===== src/rtl/div_frac_seq_if.sv =====
// div_frac_seq_if -- request/result bundle for the sequential fractional divider.
//   master: drives start, signed_mode, dividend, divisor; observes results.
//   slave : the divider; observes the request, drives busy, done, res, res_neg,
//           rem, dz, ovf.
interface div_frac_seq_if #(
    parameter int WIDTH     = 32,
    parameter int RES_WIDTH = 32
);
    logic                 start;
    logic                 signed_mode;
    logic [WIDTH-1:0]     dividend;
    logic [WIDTH-1:0]     divisor;
    logic                 busy;
    logic                 done;
    logic [RES_WIDTH-1:0] res;
    logic                 res_neg;
    logic [WIDTH-1:0]     rem;
    logic                 dz;
    logic                 ovf;

    modport master (
        output start, signed_mode, dividend, divisor,
        input  busy, done, res, res_neg, rem, dz, ovf
    );

    modport slave (
        input  start, signed_mode, dividend, divisor,
        output busy, done, res, res_neg, rem, dz, ovf
    );
endinterface


===== src/rtl/div_frac_seq.sv =====
// div_frac_seq -- radix-2 restoring fractional divider, one quotient bit per cycle.
// Produces res = floor(|dividend| * 2^RES_WIDTH / |divisor|) as a magnitude with a
// separate sign (res_neg), plus the final partial remainder.
//   clk  : rising-edge clock
//   rst  : asynchronous active-low reset
//   bus  : slave side of div_frac_seq_if (start/operands in, busy/done/results out)
module div_frac_seq #(
    parameter int WIDTH     = 32,
    parameter int RES_WIDTH = 32,
    parameter int CNT_W     = $clog2(RES_WIDTH + 1)
) (
    input logic          clk,
    input logic          rst,
    div_frac_seq_if.slave bus
);
    typedef enum logic [1:0] {IDLE, CALC, DONE} state_t;

    state_t               state, state_nxt;
    logic [CNT_W-1:0]     cnt;
    logic [WIDTH-1:0]     dvs;     // latched |divisor|
    logic [WIDTH-1:0]     r;       // partial remainder, always < dvs
    logic [RES_WIDTH-1:0] q;
    logic                 neg_q, dz_q, ovf_q;

    // Operand magnitudes; -2^(WIDTH-1) negates to itself, which read unsigned
    // is exactly 2^(WIDTH-1), so no extra bit is needed.
    logic             dd_neg, dv_neg, dv_zero, dd_ge;
    logic [WIDTH-1:0] dd_mag, dv_mag;

    assign dd_neg  = bus.signed_mode & bus.dividend[WIDTH-1];
    assign dv_neg  = bus.signed_mode & bus.divisor[WIDTH-1];
    assign dd_mag  = dd_neg ? (WIDTH'(0) - bus.dividend) : bus.dividend;
    assign dv_mag  = dv_neg ? (WIDTH'(0) - bus.divisor)  : bus.divisor;
    assign dv_zero = (dv_mag == '0);
    assign dd_ge   = (dd_mag >= dv_mag);

    // One restoring step. t is WIDTH+1 bits so the shifted-out MSB takes part in
    // the compare; the difference always fits in WIDTH bits when t >= dvs.
    logic [WIDTH:0]   t;
    logic             t_ge;
    logic [WIDTH-1:0] t_sub;
    logic             last_iter;

    assign t         = {r, 1'b0};
    assign t_ge      = (t >= {1'b0, dvs});
    assign t_sub     = t[WIDTH-1:0] - dvs;
    assign last_iter = (cnt == CNT_W'(RES_WIDTH - 1));

    always_ff @(posedge clk or negedge rst) begin
        if (!rst) state <= IDLE;
        else      state <= state_nxt;
    end

    always_comb begin
        state_nxt = state;
        case (state)
            IDLE:    if (bus.start) state_nxt = (dv_zero || dd_ge) ? DONE : CALC;
            CALC:    if (last_iter) state_nxt = DONE;
            DONE:    state_nxt = IDLE;
            default: state_nxt = IDLE;
        endcase
    end

    always_ff @(posedge clk or negedge rst) begin
        if (!rst) begin
            cnt   <= '0;
            dvs   <= '0;
            r     <= '0;
            q     <= '0;
            neg_q <= 1'b0;
            dz_q  <= 1'b0;
            ovf_q <= 1'b0;
        end else begin
            case (state)
                IDLE: if (bus.start) begin
                    cnt   <= '0;
                    dvs   <= dv_mag;
                    neg_q <= (dd_neg ^ dv_neg) & (|bus.dividend);
                    dz_q  <= dv_zero;
                    ovf_q <= ~dv_zero & dd_ge;
                    if (dv_zero || dd_ge) begin
                        q <= '1;
                        r <= '0;
                    end else begin
                        q <= '0;
                        r <= dd_mag;
                    end
                end
                CALC: begin
                    cnt <= cnt + CNT_W'(1);
                    q   <= {q[RES_WIDTH-2:0], t_ge};
                    r   <= t_ge ? t_sub : t[WIDTH-1:0];
                end
                default: ;
            endcase
        end
    end

    assign bus.busy    = (state != IDLE);
    assign bus.done    = (state == DONE);
    assign bus.res     = q;
    assign bus.res_neg = neg_q;
    assign bus.rem     = r;
    assign bus.dz      = dz_q;
    assign bus.ovf     = ovf_q;
endmodule


===== src/flat_wrapper.sv =====
// flat-port wrapper written by rule: the top's interface ports become plain ports
module div_frac_seq_flat 
#(
    parameter int WIDTH     = 32,
    parameter int RES_WIDTH = 32,
    parameter int CNT_W     = $clog2(RES_WIDTH + 1)
)
  (clk, rst, bus_start, bus_signed_mode, bus_dividend, bus_divisor, bus_busy, bus_done, bus_res, bus_res_neg, bus_rem, bus_dz, bus_ovf);
  div_frac_seq_if #(.WIDTH(WIDTH), .RES_WIDTH(RES_WIDTH)) bus_i ();
  input logic clk;
  input logic rst;
  input wire logic [$bits(bus_i.start)-1:0] bus_start;
  input wire logic [$bits(bus_i.signed_mode)-1:0] bus_signed_mode;
  input wire logic [$bits(bus_i.dividend)-1:0] bus_dividend;
  input wire logic [$bits(bus_i.divisor)-1:0] bus_divisor;
  output wire logic [$bits(bus_i.busy)-1:0] bus_busy;
  output wire logic [$bits(bus_i.done)-1:0] bus_done;
  output wire logic [$bits(bus_i.res)-1:0] bus_res;
  output wire logic [$bits(bus_i.res_neg)-1:0] bus_res_neg;
  output wire logic [$bits(bus_i.rem)-1:0] bus_rem;
  output wire logic [$bits(bus_i.dz)-1:0] bus_dz;
  output wire logic [$bits(bus_i.ovf)-1:0] bus_ovf;
  assign bus_i.start = bus_start;
  assign bus_i.signed_mode = bus_signed_mode;
  assign bus_i.dividend = bus_dividend;
  assign bus_i.divisor = bus_divisor;
  assign bus_busy = bus_i.busy;
  assign bus_done = bus_i.done;
  assign bus_res = bus_i.res;
  assign bus_res_neg = bus_i.res_neg;
  assign bus_rem = bus_i.rem;
  assign bus_dz = bus_i.dz;
  assign bus_ovf = bus_i.ovf;
  div_frac_seq #(.WIDTH(WIDTH), .RES_WIDTH(RES_WIDTH), .CNT_W(CNT_W)) u_core (.clk(clk), .rst(rst), .bus(bus_i));
endmodule

===== config.mk =====
export PLATFORM = sky130hd
export DESIGN_NAME = div_frac_seq_flat
export DESIGN_NICKNAME = d
export VERILOG_FILES = /design/src/rtl/div_frac_seq_if.sv /design/src/rtl/div_frac_seq.sv /design/src/flat_wrapper.sv
export SDC_FILE = /design/constraint.sdc
export NUM_CORES = 1
export LEC_CHECK = 0
export BUFFER_PORTS_ARGS = -buffer_cell sky130_fd_sc_hd__buf_2
export CORE_UTILIZATION = 30
export CTS_BUF_LIST = sky130_fd_sc_hd__clkbuf_4
export CTS_CLUSTER_DIAMETER = 50
export DETAILED_ROUTE_END_ITERATION = 16
export PLACE_DENSITY = 0.54
export SYNTH_ARGS = -nofsm -noshare
export SYNTH_HDL_FRONTEND = slang
export SYNTH_SLANG_ARGS = --single-unit
export TNS_END_PERCENT = 100

===== constraint.sdc =====
create_clock -name clk -period 7.7 [get_ports clk]
set_input_delay 1.54 -clock clk [delete_from_list [all_inputs] [get_ports clk]]
set_output_delay 1.54 -clock clk [all_outputs]
set_load 0.05 [all_outputs]

# ---- Yosys cells after proc, flatten, opt, wreduce, memory -nomap -nowiden
# Index checks and enable logic that the tools add are counted.
dict set report word_totals {
  register_bits 107
  out_inout_bits 69
}
dict set report op_classes {
  addsub 4
  magnitude_cmp 2
  eq_ne 5
  mux 15
  bitwise 6
  n_reduce_logical 9
}
# cell count
set op_table {}
lappend op_table {{$mux W32} 7}
lappend op_table {{$pmux W32 S2} 2}
lappend op_table {{$sub A1 B32 Y32 const A} 2}
lappend op_table {{$ge A33 B32 Y1} 1}
lappend op_table {{$ge A32 B32 Y1} 1}
lappend op_table {{$logic_not A32 Y1} 1}
lappend op_table {{$reduce_or A32 Y1} 1}
lappend op_table {{$sub A32 B32 Y32} 1}
lappend op_table {{$pmux W6 S2} 1}
lappend op_table {{$add A6 B1 Y6 const B} 1}
lappend op_table {{$eq A6 B5 Y1 const B} 1}
lappend op_table {{$mux W2} 3}
lappend op_table {{$mux W6} 1}
lappend op_table {{$reduce_and A2 Y1} 3}
lappend op_table {{$and A1 B1 Y1} 4}
lappend op_table {{$pmux W2 S2} 1}
lappend op_table {{$reduce_bool A2 Y1} 2}
lappend op_table {{$eq A2 B1 Y1 const B} 1}
lappend op_table {{$eq A2 B2 Y1 const B} 1}
lappend op_table {{$logic_not A2 Y1} 1}
lappend op_table {{$ne A2 B1 Y1 const B} 1}
lappend op_table {{$ne A2 B2 Y1 const B} 1}
lappend op_table {{$logic_or A1 B1 Y1} 1}
lappend op_table {{$not A1 Y1} 1}
lappend op_table {{$xor A1 B1 Y1} 1}

# ---- Depth between registers and ports, before layout
# Gate-level depths: netlist of run 1.
dict set report logic_depth {
  word_depth 7
  mapped_depth 19
  mapped_depth_nobuf 18
}

# ---- Worst setup path after synthesis of run 1
# Ideal clock, no wire load.
dict set report synth_timing {
  path_kind {input port to flip-flop}
  start {input bus_dividend[17]}
  end {register u_core.q[10], in the netlist u_core.bus.res[10]}
  arrival_ns 5.313
  t_required_ns 7.574
  slack_ns 2.261
  stages 18
  path_buffers 1
  cell_sequence {or4_1 -> nor4_1 -> nor2b_1 -> nand2b_1 -> nor3b_1 -> a21oi_1 -> xor2_1 -> ha_1 -> a21o_1 -> a21o_1 -> a211o_1 -> o211ai_1 -> a21oi_1 -> a211oi_1 -> o31ai_1 -> a21oi_1 -> buf_2 -> a21oi_1}
}
dict set report synth_between {
  elab_chain_len 7
}
# element line_no
set synth_rtl {}
lappend synth_rtl {{from (decl)} flat_wrapper.sv:14} ;# input wire logic [$bits(bus_i.dividend)-1:0] bus_dividend;
lappend synth_rtl {{$sub A1 B32 Y32} div_frac_seq.sv:32} ;# assign dd_mag = dd_neg ? (WIDTH'(0) - bus.dividend) : bus.dividend;
lappend synth_rtl {{$mux W32 (*)} div_frac_seq.sv:32}
lappend synth_rtl {{$ge A32 B32 Y1 (*)} div_frac_seq.sv:35} ;# assign dd_ge = (dd_mag >= dv_mag);
lappend synth_rtl {{$logic_or A1 B1 Y1 (*)} div_frac_seq.sv:81} ;# if (dv_zero || dd_ge) begin
lappend synth_rtl {{$mux W32 (*)} div_frac_seq.sv:81}
lappend synth_rtl {{$mux W32 (*)} div_frac_seq.sv:75} ;# IDLE: if (bus.start) begin
lappend synth_rtl {{$pmux W32 S2 (*)} div_frac_seq.sv:74} ;# case (state)
lappend synth_rtl {{to (signal assigned)} div_frac_seq.sv:91} ;# q <= {q[RES_WIDTH-2:0], t_ge};
lappend synth_rtl {{to (decl)} div_frac_seq.sv:22} ;# logic [RES_WIDTH-1:0] q;
# Every way passes the cells marked *; elsewhere a longest branch is shown, timed or not. The select of a mux whose other input is x is not followed.
# A chain may end at the register's enable or synchronous reset.

# ---- Final worst setup path of run 1
dict set report layout_timing {
  start {input bus_dividend[17]}
  end {register u_core.r[16], in the netlist u_core.bus.rem[16]}
}
dict set report layout_between {
  elab_chain_len 7
}
# element line_no
set layout_rtl {}
lappend layout_rtl {{$sub A1 B32 Y32} div_frac_seq.sv:32}
lappend layout_rtl {{$mux W32 (*)} div_frac_seq.sv:32}
lappend layout_rtl {{$ge A32 B32 Y1 (*)} div_frac_seq.sv:35}
lappend layout_rtl {{$logic_or A1 B1 Y1 (*)} div_frac_seq.sv:81}
lappend layout_rtl {{$mux W32 (*)} div_frac_seq.sv:81}
lappend layout_rtl {{$mux W32 (*)} div_frac_seq.sv:75}
lappend layout_rtl {{$pmux W32 S2 (*)} div_frac_seq.sv:74}
lappend layout_rtl {{to (signal assigned)} div_frac_seq.sv:86} ;# r <= dd_mag;
lappend layout_rtl {{to (signal assigned)} div_frac_seq.sv:92} ;# r <= t_ge ? t_sub : t[WIDTH-1:0];
lappend layout_rtl {{to (decl)} div_frac_seq.sv:21} ;# logic [WIDTH-1:0] r;
# Marks and branches as above.

==> results of run 1 <==
## registers in the layout, indices dropped and copies added, names as in the netlist
name / cells
u_core.bus.dz: 1
u_core.bus.ovf: 1
u_core.bus.rem: 32
u_core.bus.res: 32
u_core.bus.res_neg: 1
u_core.cnt: 6
u_core.dvs: 32
u_core.state: 2
## placed cells by master, fill, tap and decap left out, types with 5 or more instances in the layout
master	n
a211o_1	5
a211oi_1	5
a21o_1	32
a21oi_1	98
a31oi_1	11
a32oi_1	26
and2_1	7
and3_1	6
buf_2	135
buf_4	10
clkbuf_4	9
dfrtp_1	107
ha_1	68
inv_1	56
mux2i_1	22
nand2_1	115
nand2b_1	7
nand3_1	25
nand4_1	13
nor2_1	104
nor2b_1	9
nor3_1	26
nor4_1	9
o211ai_1	14
o21ai_0	67
o21ai_1	15
o221ai_1	5
o31ai_1	10
or2_2	5
or3_1	7
xnor2_1	47
xor2_1	40
## worst min-delay path, stage by stage (launching register included)
cell and delay (ns):
dfrtp_1 0.38, nand2_1 0.05, o21ai_0 0.06
## metrics by stage
step	setup slack [ns]	util [%]
6_report	1.581	34.82
5_1_grt	1.194	34.82
4_1_cts	1.654	34.81
3_5_place_dp	1.086	34.27
3_3_place_gp	1.038	34.27
2_1_floorplan	2.261	-
## how the worst max path moves through the flow
| stage | start | endpoint | slack (ns) | cells after the start |
|---|---|---|---|---|
| finish | bus_dividend[17] | u_core.bus.rem[16]$_DFFE_PN0P_ | 1.58 | 19 |
| global route | bus_dividend[17] | u_core.bus.rem[13]$_DFFE_PN0P_ | 1.19 | 19 |
| CTS | bus_dividend[17] | u_core.bus.rem[13]$_DFFE_PN0P_ | 1.65 | 19 |
| detailed placement | bus_dividend[17] | u_core.bus.res[10]$_DFFE_PN0P_ | 1.09 | 19 |
| global placement | bus_dividend[17] | u_core.bus.rem[16]$_DFFE_PN0P_ | 1.04 | 19 |
| floorplan | bus_dividend[17] | u_core.bus.res[10]$_DFFE_PN0P_ | 2.26 | 18 |
## cells in the mapped netlist (all sizes together) (9+ instances only)
cell type	number
a21o	32
a21oi	99
a31oi	11
a32oi	26
buf	11
clkbuf	42
dfrtp	107
ha	68
inv	56
mux2i	22
nand2	118
nand3	25
nand4	13
nor2	106
nor2b	9
nor3	30
nor4	13
o211ai	14
o21ai	82
o31ai	10
xnor2	48
xor2	40
## layer usage
layer	track usage, %	vias up
met2	27.35	286
met4	4.459	0
met1	28.17	4028
met5	0	-
met3	2.231	26
li1	-	4143
## report_power, final
part | switching [mW] | internal (mW)
combinational | 2.50 | 1.30
sequential | 0.265 | 0.867
clock | 0.241 | 0.0814
total | 3.00 | 2.25
## cell type report
class | instances | area share, %
inverter | 56 | 2.092
sequential | 107 | 26.65
clock inverter | 7 | 0.8593
antenna | 1 | 0.02491
clock buffer | 9 | 0.6725
tap | 384 | 4.782
multi-input combinational | 873 | 57.45
timing repair buffer | 145 | 7.472
## kinds of logic after synthesis
group,count (synthesis),synth area share (%)
fa+ha+maj,69,9.822
flops,107,30.20
buf+inv,109,4.826
simple gates,362,19.95
compound gates,331,23.81
xor+xnor,88,8.778
mux,23,2.611
==> reports/results.ini, run 1 <==
[status]
status=complete, no violations

[worst_setup_path]
path_class=in -> reg
rrSetupSlack_ns=3.94
rr_endpoint=u_core.bus.rem[30]$_DFFE_PN0P_
worstPathArrival_ns=6.57
r2r_start=u_core.bus.rem[1]$_DFFE_PN0P_
crit_buf_inv=2
path_max_fanout=30
crit_slowest_cell=nor3b_1
setup.worst_path.start_class=input pin
cpPeakStageDelay_ns=0.61
cp_cell_sequence=buf_2 > or4_1 > nor4_1 > nor2b_1 > nand2b_1 > nor3b_1 > a21oi_1 > xor2_1 > ha_1 > a21o_1 > a21o_1 > a211o_1 > o211ai_1 > a21oi_1 > a211oi_1 > o31a_1 > buf_4 > nand2_1 > o221ai_1
critPathTopFamily=simple AND/OR/NAND/NOR gates
reg2reg_depth=10
crit_required_ns=8.15
end_kind=flop

[timing]
worst_hold_slack_ns=0.5052
rsz0062_at_grt=no
worstMarginPinSlew_ns=0.9387
relSlewSlack_pct=37.42
maxClockFrequency_ghz=0.1634
fin_tns_setup_ns=0
period_minus_slack_ns=6.119
period_share_pct=79.46
hold_viol_final=0
finalMaxSlewViolations=0
finalClockSkew_ns=0.03013
setup_viol=0

[clocking]
ctsResizeCount=0
cts_setup_buffers=0
cts_tree=built
cts_root_buffer=clkbuf_4
clock_latency_ns=0.53
cts_buffer_depth=2
clk_pin_slew_worst_paths_ns=0.20
htreeDepth=3
cts-hold-fix-buffers=0
numCtsBuffers=9
clock-sinks=107

[synth]
syn_nets=1226
synth_cells=1089
ys_ff_latch=107
yosysWarnings=0
synth_cell_types=70
syn_area_mm2=0.008866
async_reset_ff_share_pct=100.0
synth_edf_count=0
yosys.area.top_type=dfrtp_1
synth_area_per_cell_um2=8.141
post-synth-top-area-fraction_pct=30.20
yosysSeqAreaShare_pct=30.20
synth_area_leaders=dfrtp_1 (30%), ha_1 (9.6%), a21oi_1 (5.6%)
synth_ff_type=dfrtp_1

[die]
die-area_mm2=0.03024
rows=62
die_w_um=173.9
start_util_pct=30.72
core-area_mm2=0.02886
io_pins=137
die_h_um=173.9

[routing]
antenna_left=0
wl_per_cell_um=17.95
wl_met2_um=12080
routed_wl_um=28390
routed.top_layer=met4
drc=0
first_iter_violations=623
wl_met1_um=14380
route.met3.wl_um=1464
via_per_inst=5.362
dr.pass1.iters=5
vias=8483

[final_layout]
nets=1329
multiInputGateArea_mm2=0.005772
seqCellArea_mm2=0.002678
layout-drive-gt1-share_pct=15.71
areaGrowthSynthToFinish_pct=13.32
finalInstanceArea_mm2=0.01005
stdcell_count=1582
n_fill_cell=3122

[grt]
grt_pass1_vias=7833
track_usage_pct=18.49
grt_max_degree=71
antenna_found_initial=1
overflow=0
grt_pass1_wl_um=44350

[worst_hold_path]
min_from=u_core.dvs[8]$_DFFE_PN0P_
min_to=u_core.dvs[8]$_DFFE_PN0P_
hold_path.class=reg -> reg
whs_path_depth=2

[placement]
dp_hpwl_um=21990
place_area_mm2=0.009891
routabilityCongestion=0.8654
port_buffers=136
place_inst=1565

[power_and_ir_drop]
power.density_mw_per_mm2=522.9
ir_drop_uv=202.4
cellLeakagePower_nw=4.609
p_total_mw=5.254

[job]
maxCapViolCount=0

Power figures use the tool's default switching activity.
==> run 2, diff against run 1 <==
ABC_AREA = 1   (was default)
PLACE_DENSITY = 0.55   (was 0.54)
clock period = 5.3 ns   (was 7.7 ns; I/O delays follow)
==> run 2 against run 1 <==
Net effect: critical path depth grew 1; flip-flop and latch count is the same; non-clock buffer count grew 9; clock power grew 51%; clock-buffer cell count is the same; largest power group unchanged; utilization shrank 0.35 points; register-to-register slack lost 2.2 ns; synthesized area grew 16%.
==> reports/results.ini, run 2 <==
[grt]
overflow=0  ; unchanged
grt_pass1_wl_um=56670  ; was 44,350 µm
grt_max_degree=73  ; was 71
grt_pass1_vias=10390  ; was 7,833
track_usage_pct=20.40  ; was 18.49%
antenna_found_initial=1  ; unchanged

[routing]
antenna_left=0  ; unchanged
via_per_inst=4.925  ; was 5.362
wl_per_cell_um=16.08  ; was 17.95 µm
drc=0  ; unchanged
vias=10910  ; was 8,483
first_iter_violations=800  ; was 623
routed_wl_um=35620  ; was 28,390 µm
dr.pass1.iters=5  ; unchanged

[synth]
synth_cells=1653  ; was 1,089
synth_edf_count=0  ; unchanged
synth_area_leaders=dfrtp_1 (26%), nand2_1 (17%), ha_1 (8.2%)  ; was dfrtp_1 (30%), ha_1 (9.6%), a21oi_1 (5.6%)
synth_area_per_cell_um2=6.241  ; was 8.141 µm²
ys_ff_latch=107  ; unchanged
yosysWarnings=0  ; unchanged
yosys.area.top_type=dfrtp_1  ; unchanged
yosysSeqAreaShare_pct=25.96  ; was 30.20%
post-synth-top-area-fraction_pct=25.96  ; was 30.20%
synth.most_common_cell=nand2_1  ; unchanged
syn_nets=1790  ; was 1,226
synth_ff_type=dfrtp_1  ; unchanged
ys_top_cells_by_count=nand2_1 (468), nor2_1 (207), inv_1 (202)  ; was nand2_1 (116), dfrtp_1 (107), nor2_1 (106)
syn_area_mm2=0.01032  ; was 0.008866 mm²
async_reset_ff_share_pct=100.0  ; unchanged
synth_cell_types=38  ; was 70

[status]
status=complete, no violations  ; unchanged

[placement]
dp_hpwl_um=28450  ; was 21,990 µm
routabilityCongestion=0.9593  ; was 0.8654
port_buffers=136  ; unchanged
place_area_mm2=0.01145  ; was 0.009891 mm²

[final_layout]
post-route-util_pct=34.47  ; was 34.82%
n_fill_cell=3831  ; was 3,122
nets=1898  ; was 1,329
finalInstanceArea_mm2=0.01162  ; was 0.01005 mm²
final_common_cell=nand2_1  ; was buf_2
layout_common_cells=nand2_1 (468), nor2_1 (204), inv_1 (201), nand3_1 (155), buf_2 (135)  ; was buf_2 (135), nand2_1 (115), dfrtp_1 (107), nor2_1 (104), a21oi_1 (98)
layout-drive-gt1-share_pct=12.74  ; was 15.71%
areaGrowthSynthToFinish_pct=12.60  ; was 13.32%

[die]
die_h_um=187.4  ; was 173.9 µm
start_util_pct=30.61  ; was 30.72%
io_pins=137  ; unchanged
rows=67  ; was 62
core-area_mm2=0.03370  ; was 0.02886 mm²
die-area_mm2=0.03513  ; was 0.03024 mm²
die_w_um=187.4  ; was 173.9 µm

[timing]
setup_viol=0  ; unchanged
worstMarginPinSlew_ns=1.148  ; was 0.9387 ns
fin_tns_setup_ns=0  ; unchanged
hold_viol_final=0  ; unchanged
period_share_pct=77.94
period_minus_slack_ns=4.131
finalMaxSlewViolations=0  ; unchanged
rsz0062_at_grt=no  ; unchanged
relSlewSlack_pct=23.47  ; was 37.42%
finalClockSkew_ns=0.01759  ; was 0.03013 ns
maxClockFrequency_ghz=0.2421

[power_and_ir_drop]
cellLeakagePower_nw=6.055  ; was 4.609 nW
power_frac_comb_pct=73.4  ; was 72.3%
p_int_mw=3.081  ; was 2.251 mW
p_sw_mw=4.558  ; was 3.003 mW
power_frac_clock_pct=6.4  ; was 6.1%
p_total_mw=7.640  ; was 5.254 mW
power.density_mw_per_mm2=657.7  ; was 522.9 mW/mm²
ir_drop_uv=219.1  ; was 202.4 µV
pwr-share-seq_pct=20.2  ; was 21.6%
switching_share_pct=59.67  ; was 57.16%

[clocking]
cts-hold-fix-buffers=0  ; unchanged
cts_root_buffer=clkbuf_4  ; unchanged
htreeDepth=3  ; unchanged
cts_tree=built  ; unchanged
clock-sinks=107  ; unchanged
clk_pin_slew_worst_paths_ns=0.19  ; was 0.20 ns
cts_buffer_depth=2  ; unchanged
clock_latency_ns=0.54  ; was 0.53 ns
cts_setup_buffers=0  ; unchanged
ctsResizeCount=0  ; unchanged
numCtsBuffers=9  ; unchanged

[worst_setup_path]
crit_required_ns=5.72  ; was 8.15 ns
path_class=in -> reg  ; unchanged
setup.worst_path.start_class=input pin  ; unchanged
worstPathArrival_ns=4.55  ; was 6.57 ns
end_kind=flop  ; unchanged
path_max_fanout=32  ; was 30

[worst_hold_path]
hold_path.class=reg -> reg  ; unchanged

[job]
maxCapViolCount=0  ; unchanged

[run 2: cell types whose count changed in the layout (fill, tap and decap cells not counted), moves of 28 or more]
| cell | previous run | this run |
|---|---|---|
| a21oi_2 | 1 | 30 |
| inv_1 | 56 | 201 |
| nand2_1 | 115 | 468 |
| nand3_1 | 25 | 155 |
| nand3b_1 | 2 | 30 |
| nor2_1 | 104 | 204 |
| xnor2_1 | 47 | 16 |
[run 2: kinds of logic (layout without fill, tap and decap cells)]
group	Yosys count	count (layout)	synth area share (%)
xor gates and xnor gates	50	50	4.245
buffers and inverters	264	377	10.03
AOI/OAI and AO/OA	251	251	13.89
and+or+nand+nor	912	912	37.44
adders and majority gates	69	69	8.442
DFF	107	107	25.96
other	0	1	0
[run 2: critical path, cell delays in order]
cell	delay, ns
buf_2	0.09
inv_1	0.13
ha_1	0.20
nand3_1	0.18
nor2_1	0.33
nand4_1	0.22
o21ai_0	0.26
xor2_1	0.28
inv_1	0.08
ha_1	0.27
nand2_1	0.08
o21ai_0	0.10
nand2_1	0.07
o211ai_1	0.08
a21oi_1	0.13
o21ai_0	0.11
nor2_2	0.18
nand2_2	0.12
nand2_4	0.45
a21oi_1	0.13
[run 2: metal layers]
| metal | vias up | GRT usage (%) | share of wire, % |
|---|---|---|---|
| li1 | 5533 | - | - |
| met2 | 289 | 31.37 | 43 |
| met3 | 38 | 2.139 | 4.7 |
| met1 | 5048 | 30.06 | 50 |
| met4 | 0 | 5.566 | 1.9 |
| met5 | - | 0 | 0 |
[run 2: power by group through the flow]
stage	registers, mW	clock network, mW	logic, mW
finish	1.54	0.488	5.61
global route	1.60	0.535	6.22
CTS	1.54	0.509	5.60
detailed placement	1.56	0	5.58
global placement	1.56	0	5.53
floorplan	2.26	0	3.49
[run 2: final timing paths]
kind | depth (start not counted) | end | slack [ns] | from
worst max-delay path | 20 | u_core.bus.res[30]$_DFFE_PN0P_ | 1.17 | bus_dividend[0]
max in group asynchronous | 2 | u_core.dvs[4]$_DFFE_PN0P_ | 3.58 | rst
worst min-delay path | 2 | u_core.dvs[8]$_DFFE_PN0P_ | 0.51 | u_core.dvs[8]$_DFFE_PN0P_
worst max register to register | 14 | u_core.bus.rem[19]$_DFFE_PN0P_ | 1.74 | u_core.bus.rem[15]$_DFFE_PN0P_
worst min register to register | 2 | u_core.dvs[8]$_DFFE_PN0P_ | 0.51 | u_core.dvs[8]$_DFFE_PN0P_
min in group asynchronous | 1 | u_core.bus.res[9]$_DFFE_PN0P_ | 0.62 | rst
[run 2: cell type report]
type / count / area, µm² / share of cell area (%)
Clock inverter: 7 / 96.34 / 0.8294
Antenna cell: 1 / 2.502 / 0.02154
Tap cell: 448 / 560.5 / 4.826
Clock buffer: 9 / 67.56 / 0.5816
Multi-Input combinational cell: 1282 / 6616 / 56.96
Timing Repair Buffer: 154 / 818.3 / 7.044
Sequential cell: 107 / 2678 / 23.05
Inverter: 207 / 777.0 / 6.689
[run 2: metrics by stage]
step,cells,setup slack (ns),hold slack (ns)
floorplan,1653,1.446,0.4530
global placement,2198,0.6346,0.4696
detailed placement,2198,0.5683,0.4751
CTS,2214,1.171,0.5163
global route,2215,0.8297,0.5526
finish,2215,1.169,0.5076
==> run 3, diff against run 2 <==
clock period = 3.4 ns   (was 5.3 ns; I/O delays follow)
==> run 3 against run 2 <==
Net effect: critical path type unchanged; highest routed layer unchanged; first-iteration DRC count is 1.6% higher; global-route usage is 0.086 points lower; utilization is 5.3 points higher; sequential power grew 55%; clock power rose by 32%.
==> reports/results.ini, run 3 (same netlist as run 2, synthesis figures left out) <==
[clocking]
clk_pin_slew_worst_paths_ns=0.19  ; about the same
cts_root_buffer=clkbuf_4  ; unchanged
numCtsBuffers=9  ; unchanged
clock_latency_ns=0.50  ; was 0.54 ns
clock-sinks=107  ; unchanged
cts_tree=built  ; unchanged
htreeDepth=3  ; unchanged
cts-hold-fix-buffers=0  ; unchanged
cts_buffer_depth=2  ; unchanged

[worst_setup_path]
crit_required_ns=3.82  ; was 5.72 ns
path_class=in -> reg  ; unchanged
end_kind=flop  ; unchanged
path_max_fanout=5  ; was 32
setup.worst_path.start_class=input pin  ; unchanged
worstPathArrival_ns=3.67  ; was 4.55 ns

[placement]
dp_hpwl_um=29050  ; was 28,450 µm
port_buffers=136  ; unchanged
place_inst=2393  ; was 2,198
routabilityCongestion=0.9393  ; was 0.9593

[grt]
track_usage_pct=20.32  ; was 20.40%
grt_pass1_wl_um=57070  ; was 56,670 µm
overflow=0  ; unchanged
grt_max_degree=70  ; was 73
antenna_found_initial=2  ; was 1
grt_pass1_vias=10660  ; was 10,390

[routing]
wl_per_cell_um=14.94  ; was 16.08 µm
vias=11540  ; was 10,910
drc=0  ; unchanged
via_per_inst=4.778  ; was 4.925
first_iter_violations=813  ; was 800
routed_wl_um=36090  ; was 35,620 µm
antenna_left=0  ; unchanged
dr.pass1.iters=8  ; was 5

[power_and_ir_drop]
cellLeakagePower_nw=7.101  ; was 6.055 nW
power.density_mw_per_mm2=919.8  ; was 657.7 mW/mm²
ir_drop_uv=549.7  ; was 219.1 µV

[timing]
period_minus_slack_ns=3.246
finalClockSkew_ns=0.02694  ; was 0.01759 ns
relSlewSlack_pct=48.33  ; was 23.47%
worst_hold_slack_ns=0.1621  ; was 0.5076 ns
worstMarginPinSlew_ns=0.7751  ; was 1.148 ns
period_share_pct=95.48
hold_viol_final=0  ; unchanged
maxClockFrequency_ghz=0.3080
finalMaxSlewViolations=0  ; unchanged
setup_viol=0  ; unchanged

[final_layout]
nets=2098  ; was 1,898
layout-drive-gt1-share_pct=22.84  ; was 12.74%
areaGrowthSynthToFinish_pct=30.03  ; was 12.60%
stdcell_count=2415  ; was 2,215
n_fill_cell=3698  ; was 3,831
layout_common_cells=nand2_1 (466), buf_4 (206), nor2_1 (199), inv_1 (198), nand3_1 (151)  ; was nand2_1 (468), nor2_1 (204), inv_1 (201), nand3_1 (155), buf_2 (135)
final_common_cell=nand2_1  ; unchanged

[die]
die_h_um=187.4  ; unchanged
rows=67  ; unchanged
io_pins=137  ; unchanged
die-area_mm2=0.03513  ; unchanged
die_w_um=187.4  ; unchanged
core-area_mm2=0.03370  ; unchanged
start_util_pct=30.61  ; unchanged

[worst_hold_path]
hold_path.class=in -> async  ; was reg -> reg

[job]
maxCapViolCount=0  ; unchanged

[status]
status=complete, no violations  ; unchanged

==> run 3: changes by cell type in the layout (fill, tap and decap cells not counted), moves of 3 or more <==
cell	change
buf_12	+10
nand3_1	-4
nor2_1	-5
o21ai_0	-3
nor3_1	-5
buf_4	+187
nand3_2	+3
inv_1	-3
nor2_2	+3
clkinv_4	+4
nor3_2	+4
==> run 3: where the power goes <==
| group | switching, mW | internal (mW) |
|---|---|---|
| combinational | 6.25 | 3.07 |
| clock | 0.470 | 0.175 |
| sequential | 0.506 | 1.87 |
| total | 7.22 | 5.11 |
==> run 3: cell type report <==
class	count	area [µm²]	share of cell area, %
multi-input cells	1282	6756	50.37
flip-flops and latches	107	2678	19.96
repair buffers	354	2505	18.67
inverters	207	779.5	5.811
well taps	448	560.5	4.179
clock buffers	10	75.07	0.5596
clock inverters	6	57.56	0.4291
diodes	1	2.502	0.01865
==> run 3: path summary, 6_finish.rpt <==
path                                                start                              to  slack (ns)  depth (start not counted)
setup / recovery                          bus_dividend[1]  u_core.bus.res[30]$_DFFE_PN0P_        0.15                         24
hold / removal                                        rst   u_core.bus.res[9]$_DFFE_PN0P_        0.16                          1
setup reg to reg           u_core.bus.rem[11]$_DFFE_PN0P_  u_core.bus.rem[13]$_DFFE_PN0P_        0.66                         14
hold reg to reg                u_core.dvs[12]$_DFFE_PN0P_      u_core.dvs[12]$_DFFE_PN0P_        0.51                          2
max in group asynchronous                             rst   u_core.bus.rem[1]$_DFFE_PN0P_        2.37                          2
min in group clk               u_core.dvs[12]$_DFFE_PN0P_      u_core.dvs[12]$_DFFE_PN0P_        0.51                          2
==> run 3: metrics by stage <==
stage | utilization (%) | setup slack (ns) | power (mW) | area (µm²) | TNS [ns]
2_1_floorplan | - | -0.07429 | 8.954 | 10320 | -1.999
3_3_place_gp | 38.69 | -0.6595 | 11.44 | 13040 | -42.53
3_5_place_dp | 38.69 | -0.6948 | 11.51 | 13040 | -43.37
4_1_cts | 39.33 | 0.01649 | 12.22 | 13250 | 0
5_1_grt | 39.80 | -0.02179 | 13.42 | 13410 | -0.07289
6_report | 39.80 | 0.1535 | 12.34 | 13410 | 0
==> run 3: repair_timing <==
action,CTS,global route
pin swaps,3,14
cloned,1,2
gates resized for setup,12,23
buffers inserted,1,1
endpoints found under the setup margin,65,67
==> run 3: routing by layer <==
layer  vias up  global-route usage, %  routed length, µm
li1       5947                      -                  -
met1      5264                  30.45              18630
met2       297                  30.70              15220
met3        31                  1.857               1518
met4         0                  5.754                721
met5         -                      0                  0
==> run 3: critical path, cell delays in order <==
cell	delay, ns
buf_2	0.11
inv_2	0.08
ha_4	0.16
nand3_4	0.10
inv_2	0.08
nand4_1	0.11
nor3_2	0.26
nand2_1	0.09
nand2_2	0.08
xor2_2	0.15
inv_1	0.06
ha_1	0.26
nand2_1	0.06
inv_1	0.08
nand3_2	0.08
nor3_2	0.20
nand2_2	0.12
nor3_4	0.19
nor2_4	0.08
buf_4	0.16
nand2_4	0.10
nand2_8	0.09
buf_4	0.16
a21oi_1	0.12
